## src/rtl/sfr_bank.sv

```systemverilog
// Addressed bank of NREG special-function registers with byte/bit software access,
// per-bit hardware set/clear and a registered read port. Define SFR_RDCLR_EN for clear-on-read.
module sfr_bank #(
   parameter int WIDTH  = 8,
   parameter int NREG   = 4,
   parameter int ADDR_W = 2,
   parameter int BIT_W  = 3,
   parameter logic [NREG*WIDTH-1:0] INITV  = '0,
   parameter logic [NREG*WIDTH-1:0] WMASK  = '1,
   parameter logic [NREG*WIDTH-1:0] RCMASK = '0
) (
   input  logic                  clk,
   input  logic                  reset,
   input  logic                  wr_en,
   input  logic                  rd_en,
   input  logic                  byte_mode,
   input  logic [ADDR_W-1:0]     addr,
   input  logic [BIT_W-1:0]      bitpos,
   input  logic [WIDTH-1:0]      din,
   input  logic                  bin,
   output logic [WIDTH-1:0]      dout,
   output logic                  bout,
   output logic                  rd_valid,
   output logic                  rd_err,
   input  logic [NREG*WIDTH-1:0] hw_set,
   input  logic [NREG*WIDTH-1:0] hw_clr,
   output logic [NREG*WIDTH-1:0] regs_out
);

`ifdef SFR_RDCLR_EN
   localparam logic [NREG*WIDTH-1:0] RC_EFF = RCMASK;
`else
   // Feature off: no bit is clear-on-read.
   localparam logic [NREG*WIDTH-1:0] RC_EFF = RCMASK & {(NREG*WIDTH){1'b0}};
`endif

   logic [NREG*WIDTH-1:0] regs_d, regs_q;
   logic [WIDTH-1:0]      dout_d, dout_q;
   logic                  bout_d, bout_q;
   logic                  rd_valid_d, rd_valid_q;
   logic                  rd_err_d, rd_err_q;

   logic                  in_range;
   logic [WIDTH-1:0]      sel_reg;
   logic                  sel_bit;
   logic                  hit;
   logic                  bit_hit;

   always_comb begin
      regs_d  = regs_q;
      sel_reg = '0;
      sel_bit = 1'b0;
      hit     = 1'b0;
      bit_hit = 1'b0;
      in_range = ({1'b0, addr} < (ADDR_W+1)'(NREG)) &&
                 (byte_mode || ({1'b0, bitpos} < (BIT_W+1)'(WIDTH)));

      for (int k = 0; k < NREG; k++)
         if (addr == ADDR_W'(k)) sel_reg = regs_q[k*WIDTH +: WIDTH];
      for (int b = 0; b < WIDTH; b++)
         if (bitpos == BIT_W'(b)) sel_bit = sel_reg[b];

      // Apply sources lowest priority first so the later assignment wins per bit.
      for (int k = 0; k < NREG; k++) begin
         for (int b = 0; b < WIDTH; b++) begin
            hit     = in_range && (addr == ADDR_W'(k));
            bit_hit = hit && (byte_mode || (bitpos == BIT_W'(b)));
            if (rd_en && bit_hit && RC_EFF[k*WIDTH+b])
               regs_d[k*WIDTH+b] = 1'b0;
            if (wr_en && bit_hit && WMASK[k*WIDTH+b])
               regs_d[k*WIDTH+b] = byte_mode ? din[b] : bin;
            if (hw_clr[k*WIDTH+b]) regs_d[k*WIDTH+b] = 1'b0;
            if (hw_set[k*WIDTH+b]) regs_d[k*WIDTH+b] = 1'b1;
         end
      end

      rd_valid_d = rd_en;
      rd_err_d   = rd_en && !in_range;
      dout_d     = (rd_en && in_range && byte_mode) ? sel_reg : '0;
      bout_d     = rd_en && in_range && !byte_mode && sel_bit;
   end

   always_ff @(posedge clk or posedge reset) begin
      if (reset) begin
         regs_q     <= INITV;
         dout_q     <= '0;
         bout_q     <= 1'b0;
         rd_valid_q <= 1'b0;
         rd_err_q   <= 1'b0;
      end else begin
         regs_q     <= regs_d;
         dout_q     <= dout_d;
         bout_q     <= bout_d;
         rd_valid_q <= rd_valid_d;
         rd_err_q   <= rd_err_d;
      end
   end

   assign dout     = dout_q;
   assign bout     = bout_q;
   assign rd_valid = rd_valid_q;
   assign rd_err   = rd_err_q;
   assign regs_out = regs_q;

endmodule

```

## config.mk

```make
export PLATFORM = sky130hd
export DESIGN_NAME = sfr_bank
export DESIGN_NICKNAME = d
export VERILOG_FILES = /design/src/rtl/sfr_bank.sv
export SDC_FILE = /design/constraint.sdc
export NUM_CORES = 1
export LEC_CHECK = 0
export CORE_MARGIN = 3
export CORE_UTILIZATION = 30
export CTS_BUF_LIST = sky130_fd_sc_hd__clkbuf_2
export CTS_CLUSTER_SIZE = 40
export DETAILED_ROUTE_END_ITERATION = 6
export GPL_ROUTABILITY_DRIVEN = 0
export GPL_TIMING_DRIVEN = 0
export REMOVE_ABC_BUFFERS = 1
export SETUP_SLACK_MARGIN = 0.02
export SYNTH_ARGS = -nofsm -noshare
export SYNTH_HDL_FRONTEND = slang
export SYNTH_SLANG_ARGS = --single-unit
```

## constraint.sdc

```tcl
create_clock -name clk -period 2.9 [get_ports clk]
set_clock_uncertainty 0.2 [all_clocks]
set_input_delay 0.29 -clock clk [delete_from_list [all_inputs] [get_ports clk]]
set_output_delay 0.29 -clock clk [all_outputs]
set_load 0.01 [all_outputs]
```

==> results of run 1 <==
==> critical path: stages <==
cell	delay, ns
clkdlybuf4s50_1	0.96
nand3b_1	0.67
a2111oi_0	0.62
o31ai_1	0.12
==> metrics by stage <==
stage          TNS, ns  setup slack, ns  util (%)  hold WS [ns]  power, mW
2_1_floorplan        0            1.227         -        0.1214     0.8266
5_1_grt              0           0.1983     49.20        0.1084      1.524
3_3_place_gp    -2.058          -0.3625     47.88        0.4119      1.099
4_1_cts              0          0.08278     49.17        0.1439      1.464
3_5_place_dp    -2.943          -0.3958     48.23        0.4199      1.107
6_report             0           0.3553     49.20        0.1655      1.450
==> path summary, 6_finish.rpt <==
path / endpoint / slack, ns
setup / recovery: regs_out[10] / 0.36
hold / removal: regs_out[25] / 0.17
setup reg to reg: bout / 1.08
hold reg to reg: regs_out[16] / 0.44
max in group asynchronous: regs_out[15] / 1.46
min in group asynchronous: regs_out[26] / 0.53
==> per-layer routing <==
layer  part of all wire (%)  vias up  track usage [%]
met3                    8.2        9            3.857
met2                     48      112            29.27
met4                   0.90        0            3.466
met5                      0        -                0
li1                       -     1186                -
met1                     43     1151            24.48
==> flip-flops by register name, indices dropped and copies added, names as in the netlist <==
register	count
dout	8
rd_valid	1
bout	1
regs_out	32
==> cell usage after synthesis <==
cell        n
a211oi_1    9
nand3_2     1
conb_1      1
a31o_2      1
mux4_2      8
a2111o_1    1
a21o_1      2
or2_1       8
clkbuf_1    1
o41a_1      1
and3b_1     4
nand2_1     3
buf_1       1
a2111oi_0   6
buf_6       3
nor3b_1     1
or4bb_1     1
nor3b_4     1
o21bai_1    1
and3_1      1
nor2b_1    11
a2111oi_2   2
nand3b_4    1
a21oi_1    35
nand2b_1    3
nor4_1      1
mux2_2      1
buf_2      11
nand3_1     1
buf_4       1
nand3b_1    2
nor3_1      1
or3b_1      1
mux2i_1     7
nand4b_1    1
a41oi_1     1
nor2_1     23
o21ai_1     4
a221o_1     1
o31ai_1    28
dfrtp_1    42
inv_1      29
==> power by group <==
part           total (mW)  switching [mW]  leakage [nW]  internal, mW
sequential          0.660          0.0327         0.477         0.627
clock               0.356           0.212        0.0427         0.143
combinational       0.435           0.184          1.10         0.251
==> layout make-up <==
class	instances	area share (%)
multi-input cells	174	32.81
repair buffers	126	32.68
flip-flops and latches	42	26.81
well taps	102	3.256
inverters	29	2.777
clock inverters	3	1.021
clock buffers	5	0.6384
==> what timing repair did <==
item | 4_1_cts | 5_1_grt
gates resized for setup | 0 | 1
hold buffers | 1 | 0
endpoints found under the setup margin | 0 | 2
endpoints found under the hold margin | 18 | 0
==> cells by family after synthesis <==
kind of cell,after synthesis,share of synthesized area (%)
other,1,0.1471
buffers and inverters,46,8.341
flip-flops,42,41.22
AO/OA/AOI/OAI,92,24.63
multiplexers,16,10.26
AND/OR/NAND/NOR,65,15.41
==> results by group, run 1 <==
Synthesis
  – Synth area leader: dfrtp_1
  – Post-Syn Instances: 262
  – Post-synth top area share: 41.22%
  – Syn avg cell area: 9.733 sq um
  – Seq/Total Area, Yosys: between 40% and 50%
  – Post-synth cell types: between 40 and 50
  – Synth Cell Area: around 0.0025 sq mm
  – Top cells by area, synth: dfrtp_1 (41%), o31ai_1 (8.2%), mux4_2 (7.1%)
  – #FFs+latches synth: between 40 and 50
  – Ys Warns: 0

Routing
  – WL/cell: between 15 and 20 microns
  – Iter 0 DRT Violations: 102
  – Total number of vias: 2,458
  – Post-Route WL: 8.734 mm
  – Vias per inst: 5.110
  – ANT nets after route: 0
  – Drt first pass iters: 5
  – DRC: 0

Finish
  – Layout cells sized above 1: around 6.6%
  – Most frequent cells in the layout: clkdlybuf4s50_1 (123), dfrtp_1 (42), a21oi_1 (35)
  – Register area: about 0.0011 sq mm
  – Antenna Cells: 0
  – Multi-input gate area: 0.001286 sq mm
  – Nets: 461
  – Filler cell count in the final layout: ~770
  – Fin area: between 0.003 and 0.004 sq mm
  – Cell Count, Final, Fillers Out: roughly 480
  – Most common cell after layout, fill and taps aside: clkdlybuf4s50_1
  – Area Growth Syn to Fin: 53.73%

Pwr
  – Leak Pwr: approximately 1.6 nW
  – Max VDD drop: roughly 0.00016 V
  – Pwr per Cell Area: approximately 370 mW/mm^2

Clocking
  – Setup Buffers After CTS: 0
  – # clock sinks: between 40 and 50
  – Clock tree buffer depth: 2
  – CTS tree: done
  – Clk_lat worst skew: 0.42 ns
  – Inserted Clock Buffers: 5
  – # H-tree levels: 2
  – Clk slew on worst S/H paths: ~0.25 ns
  – Clock root buffer: clkbuf_2

Critical path
  – CP Data Arrival Time: between 2 and 3 ns
  – Critical Path RT: 3.02 ns
  – R2r worst-path depth: 4
  – CP max FO: 24
  – Setup Crit Path Kind: in -> reg
  – CP Launch Type: input pin
  – Setup crit start: addr[1]
  – RR Startpoint: regs_out[25]
  – CP endpoint kind: register

Timing
  – Max-slew violations: 0
  – Achievable Freq: 393.0 MHz
  – Crit share post-route: between 80% and 90%
  – Tmin final: 2.545 ns
  – Final hold violations: 0
  – Least-Margin Pin Slew: ~1.3 ns
  – Final setup fails: 0
  – Headroom to the max-slew limit: between 15 and 20%
  – Setup repair after global routing missed its margin: no

Placed design
  – Port Buffers: about 120
  – Placed Area: just under 0.004 sq mm
  – Cells after DPL: around 470
  – Post-DP HPWL: roughly 6.4 mm

Global route
  – Largest net degree at the start of global routing: 33
  – Tot GR Track Use: approximately 18%
  – Vias in the first global route: about 2,500
  – First-pass GRT wire length: approximately 14 mm
  – Initial antenna violation count: 0
  – Grt total ovfl: 0

Die
  – Die Y: 98.20 microns
  – # rows: 32
  – Core area: around 0.0080 sq mm
  – DIE AREA: 0.009642 sq mm
  – Die width: slightly below 100 microns
  – Initial core utilization: between 30% and 40%
  – I/O Pins: 126

Hold path
  – Min-delay src: hw_set[25]
  – Hold WC Path Type: in -> reg
  – Hold depth: 3

Flow run
  – Max-Cap Viols: 0

Outcome
  – Status: completed
Note: power is estimated with default switching activity, not from simulation.
==> run 2, diff against run 1 <==
Settings changed: CORE_ASPECT_RATIO set to 1.75, GPL_ROUTABILITY_DRIVEN 0 to not set.
==> results by group, run 2 (synthesis results as in run 1) <==
Clocking
  – # clock sinks: 42 (unchanged)
  – CTS tree: done
  – Clk_lat worst skew: 0.41 ns (about the same)
  – Clk slew on worst S/H paths: 0.21 ns (-0.04 ns)
  – Setup Buffers After CTS: 0 (unchanged)
  – Clock root buffer: clkbuf_2
  – Inserted Clock Buffers: 5 (unchanged)
  – # H-tree levels: 2 (unchanged)
  – Clock tree buffer depth: 2 (unchanged)

Critical path
  – CP endpoint kind: register
  – R2R Setup Slk: 1.12 ns (+0.04 ns)
  – RR Startpoint: regs_out[24]
  – CP Launch Type: input pin
  – CP Data Arrival Time: 2.64 ns (-0.03 ns)
  – Setup crit start: byte_mode
  – Setup Crit Path Kind: in -> reg
  – R2r worst-path depth: 4 (unchanged)
  – Critical Path RT: 2.99 ns (-0.03 ns)
  – Reg-to-reg endpoint: bout
  – CP max FO: 32 (+33%)

Outcome
  – Status: completed

Pwr
  – Clk pwr share: 24.3% (-0.2 points)
  – Pwr Total: 1.444 mW (-0.41%)
  – Pwr per Cell Area: 368.0 mW/mm^2 (-0.54%)
  – Share of power burned in registers: 45.7% (+0.2 points)
  – Comb power frac: 30.0% (about the same)
  – P_sw: 413.4 uW (-3.5%)
  – Max VDD drop: 0.0001619 V (-0.45%)
  – Leak Pwr: 1.621 nW (-0.17%)
  – Switching Share: 28.63% (-0.93 points)
  – Power Internal: 1.031 mW (+0.90%)

Global route
  – Initial antenna violation count: 0 (unchanged)
  – Largest net degree at the start of global routing: 42 (+27%)
  – First-pass GRT wire length: 13.86 mm (+1.8%)
  – Vias in the first global route: 2,648 (+4.7%)
  – Tot GR Track Use: 19.07% (+1.2 points)
  – Grt total ovfl: 0 (unchanged)

Hold path
  – Hold WC Path Type: in -> reg
  – Hold EP: rd_valid
  – Hold depth: 1 (-2)
  – Min-delay src: rd_en

Finish
  – Area Growth Syn to Fin: 53.93%
  – Most common cell after layout, fill and taps aside: clkdlybuf4s50_1
  – Layout cells sized above 1: 6.596% (unchanged)
  – Fin area: 0.003925 sq mm (+0.13%)
  – Most frequent cells in the layout: clkdlybuf4s50_1 (123), dfrtp_1 (42), a21oi_1 (35)
  – Antenna Cells: 0 (unchanged)
  – Filler cell count in the final layout: 817 (+6.0%)
  – Max reg flops: 32 (unchanged)
  – Nets: 461 (unchanged)

Placed design
  – Port Buffers: 124 (unchanged)
  – Routability cong.: 0.8209
  – DP Worst Slack: -0.3190 ns (+0.07684 ns)
  – Placed Area: 0.003847 sq mm (+0.13%)
  – Post-DP HPWL: 6.825 mm (+5.9%)

Die
  – Die width: 75.69 microns (-23%)
  – Core area: 0.008124 sq mm (+2.0%)
  – # rows: 43 (+34%)
  – DIE AREA: 0.009685 sq mm (+0.45%)
  – Die Y: 128.0 microns (+30%)
  – I/O Pins: 126 (unchanged)
  – Initial core utilization: 31.39% (-0.62 points)

Routing
  – ANT nets after route: 0 (unchanged)
  – Iter 0 DRT Violations: 136 (+33%)
  – Post-Route WL: 8.920 mm (+2.1%)
  – Drt first pass iters: 4 (-1)
  – Total number of vias: 2,453 (-0.20%)
  – WL/cell: 18.17 microns (about the same)
  – DRC: 0 (unchanged)
  – Vias per inst: 4.996 (-2.2%)

Timing
  – Crit path setup slack, layout: 0.3492 ns (-0.006104 ns)
  – Final setup fails: 0 (unchanged)
  – Setup repair after global routing missed its margin: no
  – Post-route setup TNS: 0 ns (unchanged)
  – Final hold violations: 0 (unchanged)
  – Achievable Freq: 392.0 MHz (-0.24%)
  – Max-slew violations: 0 (unchanged)
  – Headroom to the max-slew limit: 17.24% (+1.5 points)
  – Crit share post-route: 87.96% (+0.21 points)
  – Tmin final: 2.551 ns (+0.006104 ns)
  – WHS: 0.1637 ns (-0.001817 ns)
  – Least-Margin Pin Slew: 1.238 ns (-0.02396 ns)

Flow run
  – Max-Cap Viols: 0 (unchanged)
-- run 2: changes by cell type in the layout (fill, tap and decap cells not counted) --
cell | before | now
buf_16 | 1 | 0
clkbuf_2 | 5 | 7
clkinv_2 | 2 | 0
buf_12 | 0 | 1
-- run 2: worst max-delay path by stage --
stage,to
after floorplan,bout
after global placement,regs_out[10]
after detailed placement,regs_out[10]
after CTS,regs_out[10]
after global routing,regs_out[9]
final,regs_out[17]
-- run 2: repair_timing --
item                                    in CTS  in global routing
hold buffers                                 1                  0
gates resized for setup                      0                  1
hold endpoints to repair                    27                  0
endpoints found under the setup margin       0                  2
-- run 2: worst max-delay path, stage by stage --
cell,delay (ns)
clkdlybuf4s50_1,1.29
nor2b_1,0.33
a2111oi_0,0.60
o31ai_1,0.11
-- run 2: metrics by stage --
| stage | cells | utilization [%] |
|---|---|---|
| final | 491 | 48.31 |
| after global routing | 491 | 48.31 |
| after CTS | 491 | 48.28 |
| after detailed placement | 482 | 47.36 |
| after global placement | 481 | 47.11 |
| after floorplan | 245 | - |
-- run 2: layer usage --
metal	global-route usage [%]	up-vias	share of wire, %
li1	-	1195	-
met1	22.13	1154	37
met2	35.10	89	56
met3	2.198	15	4.1
met4	5.767	0	2.4
met5	0	-	0
-- run 2: layout make-up --
type	count	area, sq um	share of cell area (%)
clock inverters	1	30.03	0.7651
multi-input cells	174	1286	32.77
repair buffers	126	1274	32.45
flip-flops and latches	42	1051	26.78
well taps	112	140.1	3.570
inverters	29	108.9	2.773
clock buffers	7	35.03	0.8926
-- run 2: power groups by stage --
stage                     Clock, mW  Combinational [mW]  Sequential [mW]
final                         0.351               0.433            0.661
after detailed placement          0               0.435            0.671
after floorplan                   0               0.143            0.683
after global routing          0.380               0.470            0.666
after CTS                     0.367               0.437            0.661
after global placement            0               0.429            0.670
==> run 3, diff against run 2 <==
Settings changed: PLACE_DENSITY set to 0.65.
Clock period 2.9 ns to 2.3 ns, I/O delays scaled along.
==> results by group, run 3 (synthesis results as in run 1) <==
Outcome
  – Status: completed

Clocking
  – Clock root buffer: clkbuf_2
  – Clk_lat worst skew: 0.39 ns (-0.02 ns)
  – Setup Buffers After CTS: 0 (unchanged)
  – # H-tree levels: 2 (unchanged)
  – CTS tree: done
  – # clock sinks: 42 (unchanged)
  – Inserted Clock Buffers: 5 (unchanged)
  – Clk slew on worst S/H paths: 0.21 ns (about the same)
  – Hold-fix buffers at CTS: 0 (-1)
  – Clock tree buffer depth: 2 (unchanged)

Timing
  – Achievable Freq: between 400 and 500 MHz
  – Least-Margin Pin Slew: 1.008 ns (-0.2293 ns)
  – Tmin final: roughly 2.1 ns
  – WHS: 0.1146 ns (-0.04907 ns)
  – Final hold violations: 0 (unchanged)
  – Max-slew violations: 0 (unchanged)
  – Crit share post-route: 91.72%
  – Headroom to the max-slew limit: 32.78% (+16 points)
  – Final setup fails: 0 (unchanged)
  – Setup repair after global routing missed its margin: no

Die
  – Initial core utilization: 31.39% (unchanged)
  – Die Y: 128.0 microns (unchanged)
  – Core area: 0.008124 sq mm (unchanged)
  – Die width: 75.69 microns (unchanged)
  – DIE AREA: 0.009685 sq mm (unchanged)
  – I/O Pins: 126 (unchanged)
  – # rows: 43 (unchanged)

Critical path
  – CP bufs+invs: 1 (unchanged)
  – Crit-path max cell delay: 0.86 ns (-0.43 ns)
  – CP Launch Type: input pin
  – R2r worst-path depth: 4 (unchanged)
  – CP endpoint kind: register
  – CP Data Arrival Time: 2.19 ns (-0.45 ns)
  – CP max stage cell: dlygate4sd2_1
  – Delay-heaviest family, CP: buffers and inverters
  – Critical-path cell list: dlygate4sd2_1 -> nand3_2 -> a2111oi_0 -> o31ai_1
  – Setup Crit Path Kind: in -> reg
  – WP depth: 4 (unchanged)
  – CP max FO: 24 (-25%)
  – Critical Path RT: 2.38 ns (-0.61 ns)

Pwr
  – Power Internal: 1.178 mW (+14%)
  – Leak Pwr: 1.595 nW (-1.6%)
  – P_sw: 505.5 uW (+22%)
  – Clk pwr share: 18.5% (-5.8 points)
  – Switching Share: 30.03% (+1.4 points)
  – Share of power burned in registers: 49.4% (+3.7 points)
  – Comb power frac: 32.0% (+2.0 points)
  – Pwr per Cell Area: 435.7 mW/mm^2 (+18%)
  – Max VDD drop: 0.0002154 V (+33%)

Hold path
  – Hold WC Path Type: in -> async

Global route
  – Vias in the first global route: 2,668 (+0.76%)
  – Tot GR Track Use: 19.40% (+0.33 points)
  – First-pass GRT wire length: 14.03 mm (+1.3%)
  – Grt total ovfl: 0 (unchanged)
  – Initial antenna violation count: 0 (unchanged)
  – Largest net degree at the start of global routing: 43 (+2.4%)

Finish
  – Post-layout util: 47.54% (-0.77 points)
  – Most frequent cells in the layout: clkdlybuf4s50_1 (120), dfrtp_1 (42), a21oi_1 (35)
  – Area Growth Syn to Fin: 51.47%
  – Layout cells sized above 1: 6.649% (+0.053 points)
  – Nets: 459 (-0.43%)
  – Max reg flops: 32 (unchanged)
  – Most common cell after layout, fill and taps aside: clkdlybuf4s50_1

Routing
  – Drt first pass iters: 4 (unchanged)
  – DRC: 0 (unchanged)
  – WL/cell: 18.43 microns (+1.4%)
  – Vias per inst: 5.137 (+2.8%)
  – Post-Route WL: 9.012 mm (+1.0%)
  – ANT nets after route: 0 (unchanged)
  – Iter 0 DRT Violations: 158 (+16%)
  – Total number of vias: 2,512 (+2.4%)

Flow run
  – Max-Cap Viols: 0 (unchanged)

Placed design
  – Post-DP HPWL: 6.940 mm (+1.7%)
  – Port Buffers: 124 (unchanged)
  – Routability cong.: 0.8125 (-1.0%)
## run 3: worst register-to-register path: cells and delay by family, from the launching register on
kind             cells  cell delay [ns]
AO/OA/AOI/OAI        2             0.45
flip-flops           1             0.45
multiplexers         1             0.51
AND/OR/NAND/NOR      1             0.06
## run 3: cell type report
class / instances / area (sq um)
antenna: 1 / 2.502
clock buffer: 7 / 35.03
fill: 818 / 4262
inverter: 29 / 108.9
multi-input combinational: 174 / 1286
sequential: 42 / 1051
tap: 112 / 140.1
timing repair buffer: 124 / 1239
## run 3: per-layer routing
layer | vias up | share of wire [%] | GRT usage, %
met5 | - | 0 | 0
met4 | 0 | 3.3 | 7.209
met3 | 18 | 4.8 | 2.198
met2 | 96 | 57 | 35.76
met1 | 1208 | 34 | 21.84
li1 | 1190 | - | -
## run 3: timing repair
action                                  CTS  global route
gates resized for setup                   5             3
endpoints found under the setup margin   31             7
hold endpoints to repair                  0             0
## run 3: per-stage QoR
step | instances | TNS, ns | setup slack, ns | power (mW) | instance area [sq um]
4_1_cts | 488 | 0 | 0.07285 | 1.708 | 3861
2_1_floorplan | 245 | 0 | 0.6269 | 1.042 | 2446
5_1_grt | 488 | 0 | 0.08992 | 1.783 | 3860
6_report | 489 | 0 | 0.1905 | 1.683 | 3862
3_3_place_gp | 481 | -21.29 | -0.8447 | 1.385 | 3827
3_5_place_dp | 481 | -21.14 | -0.8022 | 1.392 | 3827
## run 3: path summary, 6_finish.rpt
kind | startpoint | endpoint | slack [ns]
worst max-delay path | addr[1] | regs_out[26] | 0.19
worst min-delay path | reset | regs_out[23] | 0.11
worst max register to register | regs_out[0] | bout | 0.53
worst min register to register | regs_out[5] | regs_out[5] | 0.43
max in group asynchronous | reset | regs_out[13] | 1.24
min in group clk | rd_en | rd_valid | 0.14
## run 3: power groups by stage
stage          clock network [mW]  registers (mW)  logic [mW]
4_1_cts                     0.331           0.832       0.546
6_report                    0.312           0.832       0.539
3_3_place_gp                    0           0.845       0.540
2_1_floorplan                   0           0.862       0.181
5_1_grt                     0.358           0.840       0.585
3_5_place_dp                    0           0.845       0.546
